--- src/rtl/clk_div_gen_if.sv ---
// Divisor-load handshake bundle for clk_div_gen: load request, ack/err pulses and per-channel pending flags.
interface clk_div_gen_if #(
  parameter int NUM_CH = 2,
  parameter int DIV_W  = 8
);
  logic              div_load;
  logic [2:0]        div_ch;
  logic [DIV_W-1:0]  div_val;
  logic              load_ack;
  logic              load_err;
  logic [NUM_CH-1:0] div_pend;

  modport master (
    output div_load, div_ch, div_val,
    input  load_ack, load_err, div_pend
  );

  modport slave (
    input  div_load, div_ch, div_val,
    output load_ack, load_err, div_pend
  );
endinterface

--- src/rtl/clk_div_gen.sv ---
// Multi-channel runtime-loadable clock divider with clk_en strobes; divisors change only at period wrap.
// Optional CLK_DIV_ODD_DUTY50_EN adds a negedge stage giving 50% duty for odd divisors.
module clk_div_gen #(
  parameter int NUM_CH      = 2,
  parameter int DIV_W       = 8,
  parameter int DEFAULT_DIV = 2
) (
  input  logic              sys_clk,
  input  logic              sys_rst_n,
  input  logic [NUM_CH-1:0] ch_en,
  output logic [NUM_CH-1:0] clk_out,
  output logic [NUM_CH-1:0] clk_en,
  clk_div_gen_if.slave      load_bus
);

  logic [DIV_W-1:0]  cnt      [NUM_CH];
  logic [DIV_W-1:0]  n        [NUM_CH];
  logic [DIV_W-1:0]  pend_val [NUM_CH];
  logic [DIV_W-1:0]  cnt_nx   [NUM_CH];
  logic [DIV_W-1:0]  n_nx     [NUM_CH];
  logic [NUM_CH-1:0] pend;
  logic [NUM_CH-1:0] q;
  logic [NUM_CH-1:0] strobe;
  logic [NUM_CH-1:0] wrap;
  logic [NUM_CH-1:0] apply;
  logic [NUM_CH-1:0] q_nx;
  logic [NUM_CH-1:0] hit;
  logic              load_ok;

  // A pending divisor takes over only where a new period starts, or at once while the channel is idle.
  always_comb begin
    cnt_nx  = '{default: '0};
    n_nx    = '{default: '0};
    wrap    = '0;
    apply   = '0;
    q_nx    = '0;
    hit     = '0;
    load_ok = load_bus.div_load && (load_bus.div_val >= DIV_W'(2)) &&
              (int'(load_bus.div_ch) < NUM_CH);
    for (int i = 0; i < NUM_CH; i++) begin
      wrap[i]   = (cnt[i] == n[i] - DIV_W'(1));
      cnt_nx[i] = wrap[i] ? '0 : cnt[i] + DIV_W'(1);
      apply[i]  = pend[i] && (wrap[i] || !ch_en[i]);
      n_nx[i]   = apply[i] ? pend_val[i] : n[i];
      q_nx[i]   = ch_en[i] && (cnt_nx[i] >= n_nx[i] - (n_nx[i] >> 1));
      hit[i]    = load_ok && (int'(load_bus.div_ch) == i);
    end
  end

  always_ff @(posedge sys_clk or negedge sys_rst_n) begin
    if (!sys_rst_n) begin
      load_bus.load_ack <= 1'b0;
      load_bus.load_err <= 1'b0;
      pend              <= '0;
      q                 <= '0;
      strobe            <= '0;
      for (int i = 0; i < NUM_CH; i++) begin
        cnt[i]      <= '0;
        n[i]        <= DIV_W'(DEFAULT_DIV);
        pend_val[i] <= DIV_W'(DEFAULT_DIV);
      end
    end else begin
      load_bus.load_ack <= load_ok;
      load_bus.load_err <= load_bus.div_load && !load_ok;
      for (int i = 0; i < NUM_CH; i++) begin
        cnt[i]    <= ch_en[i] ? cnt_nx[i] : '0;
        n[i]      <= n_nx[i];
        q[i]      <= q_nx[i];
        strobe[i] <= q_nx[i] && !q[i];
        if (hit[i]) begin
          pend[i]     <= 1'b1;
          pend_val[i] <= load_bus.div_val;
        end else if (apply[i]) begin
          pend[i] <= 1'b0;
        end
      end
    end
  end

  assign load_bus.div_pend = pend;
  assign clk_en            = strobe;

`ifdef CLK_DIV_ODD_DUTY50_EN
  logic [NUM_CH-1:0] qn;
  logic [NUM_CH-1:0] odd;

  // Half-cycle delayed copy stretches the high phase of odd divisors by half a sys_clk.
  always_ff @(negedge sys_clk or negedge sys_rst_n) begin
    if (!sys_rst_n) qn <= '0;
    else            qn <= q;
  end

  always_comb begin
    odd = '0;
    for (int i = 0; i < NUM_CH; i++) odd[i] = n[i][0];
  end

  assign clk_out = q | (qn & odd);
`else
  assign clk_out = q;
`endif

endmodule

--- src/flat_wrapper.sv ---
// flat-port wrapper written by rule: the top's interface ports become plain ports
module clk_div_gen_flat 
#(
  parameter int NUM_CH      = 2,
  parameter int DIV_W       = 8,
  parameter int DEFAULT_DIV = 2
)
  (sys_clk, sys_rst_n, ch_en, clk_out, clk_en, load_bus_div_load, load_bus_div_ch, load_bus_div_val, load_bus_load_ack, load_bus_load_err, load_bus_div_pend);
  clk_div_gen_if #(.NUM_CH(NUM_CH), .DIV_W(DIV_W)) load_bus_i ();
  input  logic sys_clk;
  input  logic sys_rst_n;
  input  logic [NUM_CH-1:0] ch_en;
  output logic [NUM_CH-1:0] clk_out;
  output logic [NUM_CH-1:0] clk_en;
  input wire logic [$bits(load_bus_i.div_load)-1:0] load_bus_div_load;
  input wire logic [$bits(load_bus_i.div_ch)-1:0] load_bus_div_ch;
  input wire logic [$bits(load_bus_i.div_val)-1:0] load_bus_div_val;
  output wire logic [$bits(load_bus_i.load_ack)-1:0] load_bus_load_ack;
  output wire logic [$bits(load_bus_i.load_err)-1:0] load_bus_load_err;
  output wire logic [$bits(load_bus_i.div_pend)-1:0] load_bus_div_pend;
  assign load_bus_i.div_load = load_bus_div_load;
  assign load_bus_i.div_ch = load_bus_div_ch;
  assign load_bus_i.div_val = load_bus_div_val;
  assign load_bus_load_ack = load_bus_i.load_ack;
  assign load_bus_load_err = load_bus_i.load_err;
  assign load_bus_div_pend = load_bus_i.div_pend;
  clk_div_gen #(.NUM_CH(NUM_CH), .DIV_W(DIV_W), .DEFAULT_DIV(DEFAULT_DIV)) u_core (.sys_clk(sys_clk), .sys_rst_n(sys_rst_n), .ch_en(ch_en), .clk_out(clk_out), .clk_en(clk_en), .load_bus(load_bus_i));
endmodule
--- config.mk ---
export PLATFORM = sky130hd
export DESIGN_NAME = clk_div_gen_flat
export DESIGN_NICKNAME = d
export VERILOG_FILES = /design/src/rtl/clk_div_gen_if.sv /design/src/rtl/clk_div_gen.sv /design/src/flat_wrapper.sv
export SDC_FILE = /design/constraint.sdc
export NUM_CORES = 1
export LEC_CHECK = 0
export CORE_MARGIN = 2
export CORE_UTILIZATION = 60
export CTS_BUF_LIST = sky130_fd_sc_hd__clkbuf_8
export DETAILED_ROUTE_END_ITERATION = 10
export PLACE_DENSITY = 0.86
export REMOVE_ABC_BUFFERS = 1
export SLEW_MARGIN = 0
export SYNTH_ARGS = -nofsm -noshare
export SYNTH_HDL_FRONTEND = slang
export SYNTH_SLANG_ARGS = --single-unit
--- constraint.sdc ---
create_clock -name sys_clk -period 6.05 [get_ports sys_clk]
set_input_delay 0.605 -clock sys_clk [delete_from_list [all_inputs] [get_ports sys_clk]]
set_output_delay 0.605 -clock sys_clk [all_outputs]
set_load 0.02 [all_outputs]
* Word level (Yosys, flattened, before mapping)
Index checks and enable logic that the tools add are counted.
Word-level totals: register bits 56, input port bits 16, word-level logic and storage cells 56
Operators by class: add/sub/neg operators 6, $lt $le $gt $ge 4, equality and inequality tests 3, multiplexer cells 10, reduce and logical (&&, ||, !) cells 21
Operators with widths (count):
- two-way mux 8 bit | 6
- adder 8 x 1 -> 8 bit (second input constant) | 2
- == test 8 bit | 2
- greater-or-equal comparator 8 bit | 2
- subtractor 8 x 1 -> 8 bit (second input constant) | 2
- subtractor 8 x 7 -> 8 bit | 2
- logical AND 1 bit | 11
- greater-or-equal comparator 8 x 2 -> 1 bit (second input constant) | 1
- zero test 1 bit | 5
- two-way mux 1 bit | 4
- nonzero test 2 bit | 2
- == test 3 x 2 -> 1 bit (second input constant) | 1
- zero test 3 bit | 1
- < comparator 3 x 2 -> 1 bit (second input constant) | 1
- logical OR 1 bit | 2

* Depth between registers and ports, before layout
depth in word-level cells 9, mapped depth 25, depth with buffers taken out 22

* Worst setup path after synthesis
OpenSTA, ideal clock, no wires.
path kind reg2reg, from reg u_core.n[1] in the netlist's numbering, to reg u_core.strobe[1], in the netlist u_core.clk_en[1], setup time 0.129 ns, data arrival time 4.613 ns, slack 1.308 ns, stages on the path, launching flop included 25, buffers on the path 3, cell sequence dfstp_2 > inv_1 > ha_1 > xor2_1 > o2111ai_2 > o41ai_4 > and2_1 > buf_6 > buf_12 > buf_8 > nand2_1 > o21ai_0 > ha_1 > inv_1 > fa_1 > inv_1 > ha_1 > a21o_1 > a21o_1 > a21o_1 > a21o_1 > a21o_1 > a21o_1 > a21oi_1 > nor3b_1
RTL lines:
- start, declared | line clk_div_gen.sv:17 | logic [DIV_W-1:0] n [NUM_CH];
- start signal, assigned by index | line clk_div_gen.sv:59 | n[i] <= DIV_W'(DEFAULT_DIV);
- start signal, assigned by index | line clk_div_gen.sv:67 | n[i] <= n_nx[i];
- end signal, assigned by index | line clk_div_gen.sv:69 | strobe[i] <= q_nx[i] && !q[i];
- end, declared | line clk_div_gen.sv:23 | logic [NUM_CH-1:0] strobe;

==> metrics.txt <==
DRC 0; R2R Path Start u_core.n[3]; area grow syn2layout 8.460%; worst min path class in -> async; worst skew pair latency 310 ps; Routed Antenna Nets 0; sw power 0.9758 mW; Die W 85.13 um; Worst VDD drop 0.3079 mV; Sw Share 0.4429; grt ovf 0; Critical Path Start u_core.n[3]; clock sink count 56; Routed WL 8334 um; Core Util, Final 0.6745; asr flop ratio synth 1.000; most frequent cells in the layout dfrtp_1, nor2_1, inv_1, ha_1, xor2_1; DR WL/cell 17.01 um; Clock Power Share 0.096; Mapped Area 3949 um^2; Tightest Pin Transition 869.4 ps; Via density 5.939; nets 456; fmax 187.3 MHz; Clock Skew 6.166 ps; WP data arrival 5540 ps; GRT Total Usage 0.2522; sequential element share of the synthesized area 0.3561; crit-path max FO 21; ratio of cells with drive above 1 in the final layout 0.1429; Critical-path top delay cell o41ai_4; CTS tree yes; clock buffer depth 2; core area 6350 um^2; commonest non-fill, non-tap cell in the layout dfrtp_1; max-slew violations 0; main flop type after synthesis dfrtp_1; Num CTS Buffers 5; FF/Latch Area 1406 um^2; Buf/Inv on CP 2; PD cells 514.4 nW/um^2; Synth cell types 66; H-tree levels 2; cts hold-fix bufs 0; first-pass GRT wire length 14,520 um; Startpoint Class flip-flop; gpl congestion 0.8624; vias 2,910; initial core utilization 0.6219; Critical Path RT 6250 ps; DR pass1 iterations 4; RSZ-0062 raised after global routing no; count of buffers from port buffering 23; HPWL Detailed 6270 um; Hold Vio Cnt, Final 0; number of synthesized flops with an enable pin 0; Ys Warns 0; Cell Rows 29; number of global-route vias before repair 2,973; Clock transition at path regs 100 ps; io pins 24; Final setup viols 0; Worst slew margin 0.4192; initial DRC count 245; CTS resizes 0; area of the multi-input gates 2352 um^2; setup_tns 0 ps; Post-Synthesis Cells 391; Die ar. 7246 um^2; Antenna Cells 0; CP peak stage delay 580 ps; root buf cell clkbuf_8; combinational power share 0.610; CP cell instances nor3_2 -> nand3b_1 -> xnor2_2 -> o41ai_4 -> and2_1 -> buf_4 -> mux2_4 -> inv_1 -> ha_1 -> a21oi_1 -> mux2_4 -> xnor2_2 -> ha_1 -> a21o_1 -> a21o_1 -> a21o_1 -> a21o_1 -> a21oi_1 -> nor2b_1; max cap viols 0; largest net degree at the start of global routing 57; Filler Cell Count 460; die height 85.13 um; initial antenna violation count 0; WS Path Type reg -> reg; CP endpoint kind flip-flop; Tcrit/Tclk final 0.8824; min Tclk post-route 5339 ps; most used cell, CP a21o_1; internal power 1.227 mW; CP top delay family compound AO/OA/AOI/OAI gates; Leak 2.081 nW; Setup Buffers After CTS 0; Flop pwr share 0.294; Mean Syn Cell Area 10.10 um^2; Yosys reg bits 56; outcome completed
[path summary, 6_finish.rpt]
| kind | endpoint | slack [ps] | cells past startpoint |
|---|---|---|---|
| min in group sys_clk | u_core.clk_en[1] | 430 | 1 |
| setup reg to reg | u_core.clk_out[1] | 710 | 19 |
| setup / recovery | u_core.clk_out[1] | 710 | 19 |
| max in group asynchronous | u_core.n[11] | 5180 | 2 |
| hold reg to reg | u_core.clk_en[1] | 430 | 1 |
| hold / removal | u_core.cnt[0] | 410 | 2 |
[metal layers]
layer,track usage,vias up,share of wire
met5,0,-,0
met4,0.07648,0,0.011
met3,0.02918,7,0.062
met2,0.4034,87,0.48
met1,0.3621,1411,0.45
li1,-,1405,-
[power groups by stage]
stage	Clock [mW]	Sequential (mW)	Combinational [mW]
floorplan	0	0.607	1.05
global placement	0	0.639	1.26
detailed placement	0	0.646	1.32
CTS	0.216	0.642	1.34
global route	0.228	0.661	1.51
finish	0.213	0.647	1.34
[per-stage QoR]
stage	cell area (um^2)	setup slack (ps)	std cells	total power [mW]	hold slack [ps]
floorplan	3849	1052	379	1.661	309.4
global placement	4193	855.1	482	1.900	415.5
detailed placement	4193	786.9	482	1.966	419.7
CTS	4283	736.8	490	2.200	433.6
global route	4283	364.0	490	2.403	464.0
finish	4283	711.5	490	2.203	408.1
[cell families after synthesis]
family,synth area share
AO/OA/AOI/OAI,0.1058
XOR/XNOR,0.1093
adder cells (fa/ha/maj),0.09252
buffers and inverters,0.04816
flip-flops,0.3561
multiplexers,0.1061
AND/OR/NAND/NOR,0.1819
[cells in the mapped netlist (all sizes together) (9+ instances only)]
cell type   n  share of area
a21o       13          0.025
mux2       25          0.074
o21ai      15          0.019
nor3       12          0.019
inv        24          0.023
mux2i      10          0.026
xor2       24          0.053
nor2b      10          0.016
nor2       44          0.043
ha         26          0.082
xnor2      21          0.050
buf         9          0.022
nand3      12          0.015
dfrtp      52           0.33
nand2      16          0.015
[sequential cells by signal, summed over array words and instances (netlist names)]
| name | flops |
|---|---|
| u_core.clk_en | 2 |
| u_core.clk_out | 2 |
| u_core.cnt | 16 |
| u_core.load_bus.div_pend | 2 |
| u_core.load_bus.load_ack | 1 |
| u_core.load_bus.load_err | 1 |
| u_core.n | 16 |
| u_core.pend_val | 16 |
[cell type report]
class,count,area share
inverter,24,0.02103
multi-input combinational,299,0.5492
timing repair buffer,26,0.05784
tap,77,0.02249
sequential,56,0.3284
clock inverter,2,0.001753
clock buffer,6,0.01928
(Power assumes the default switching activity.)
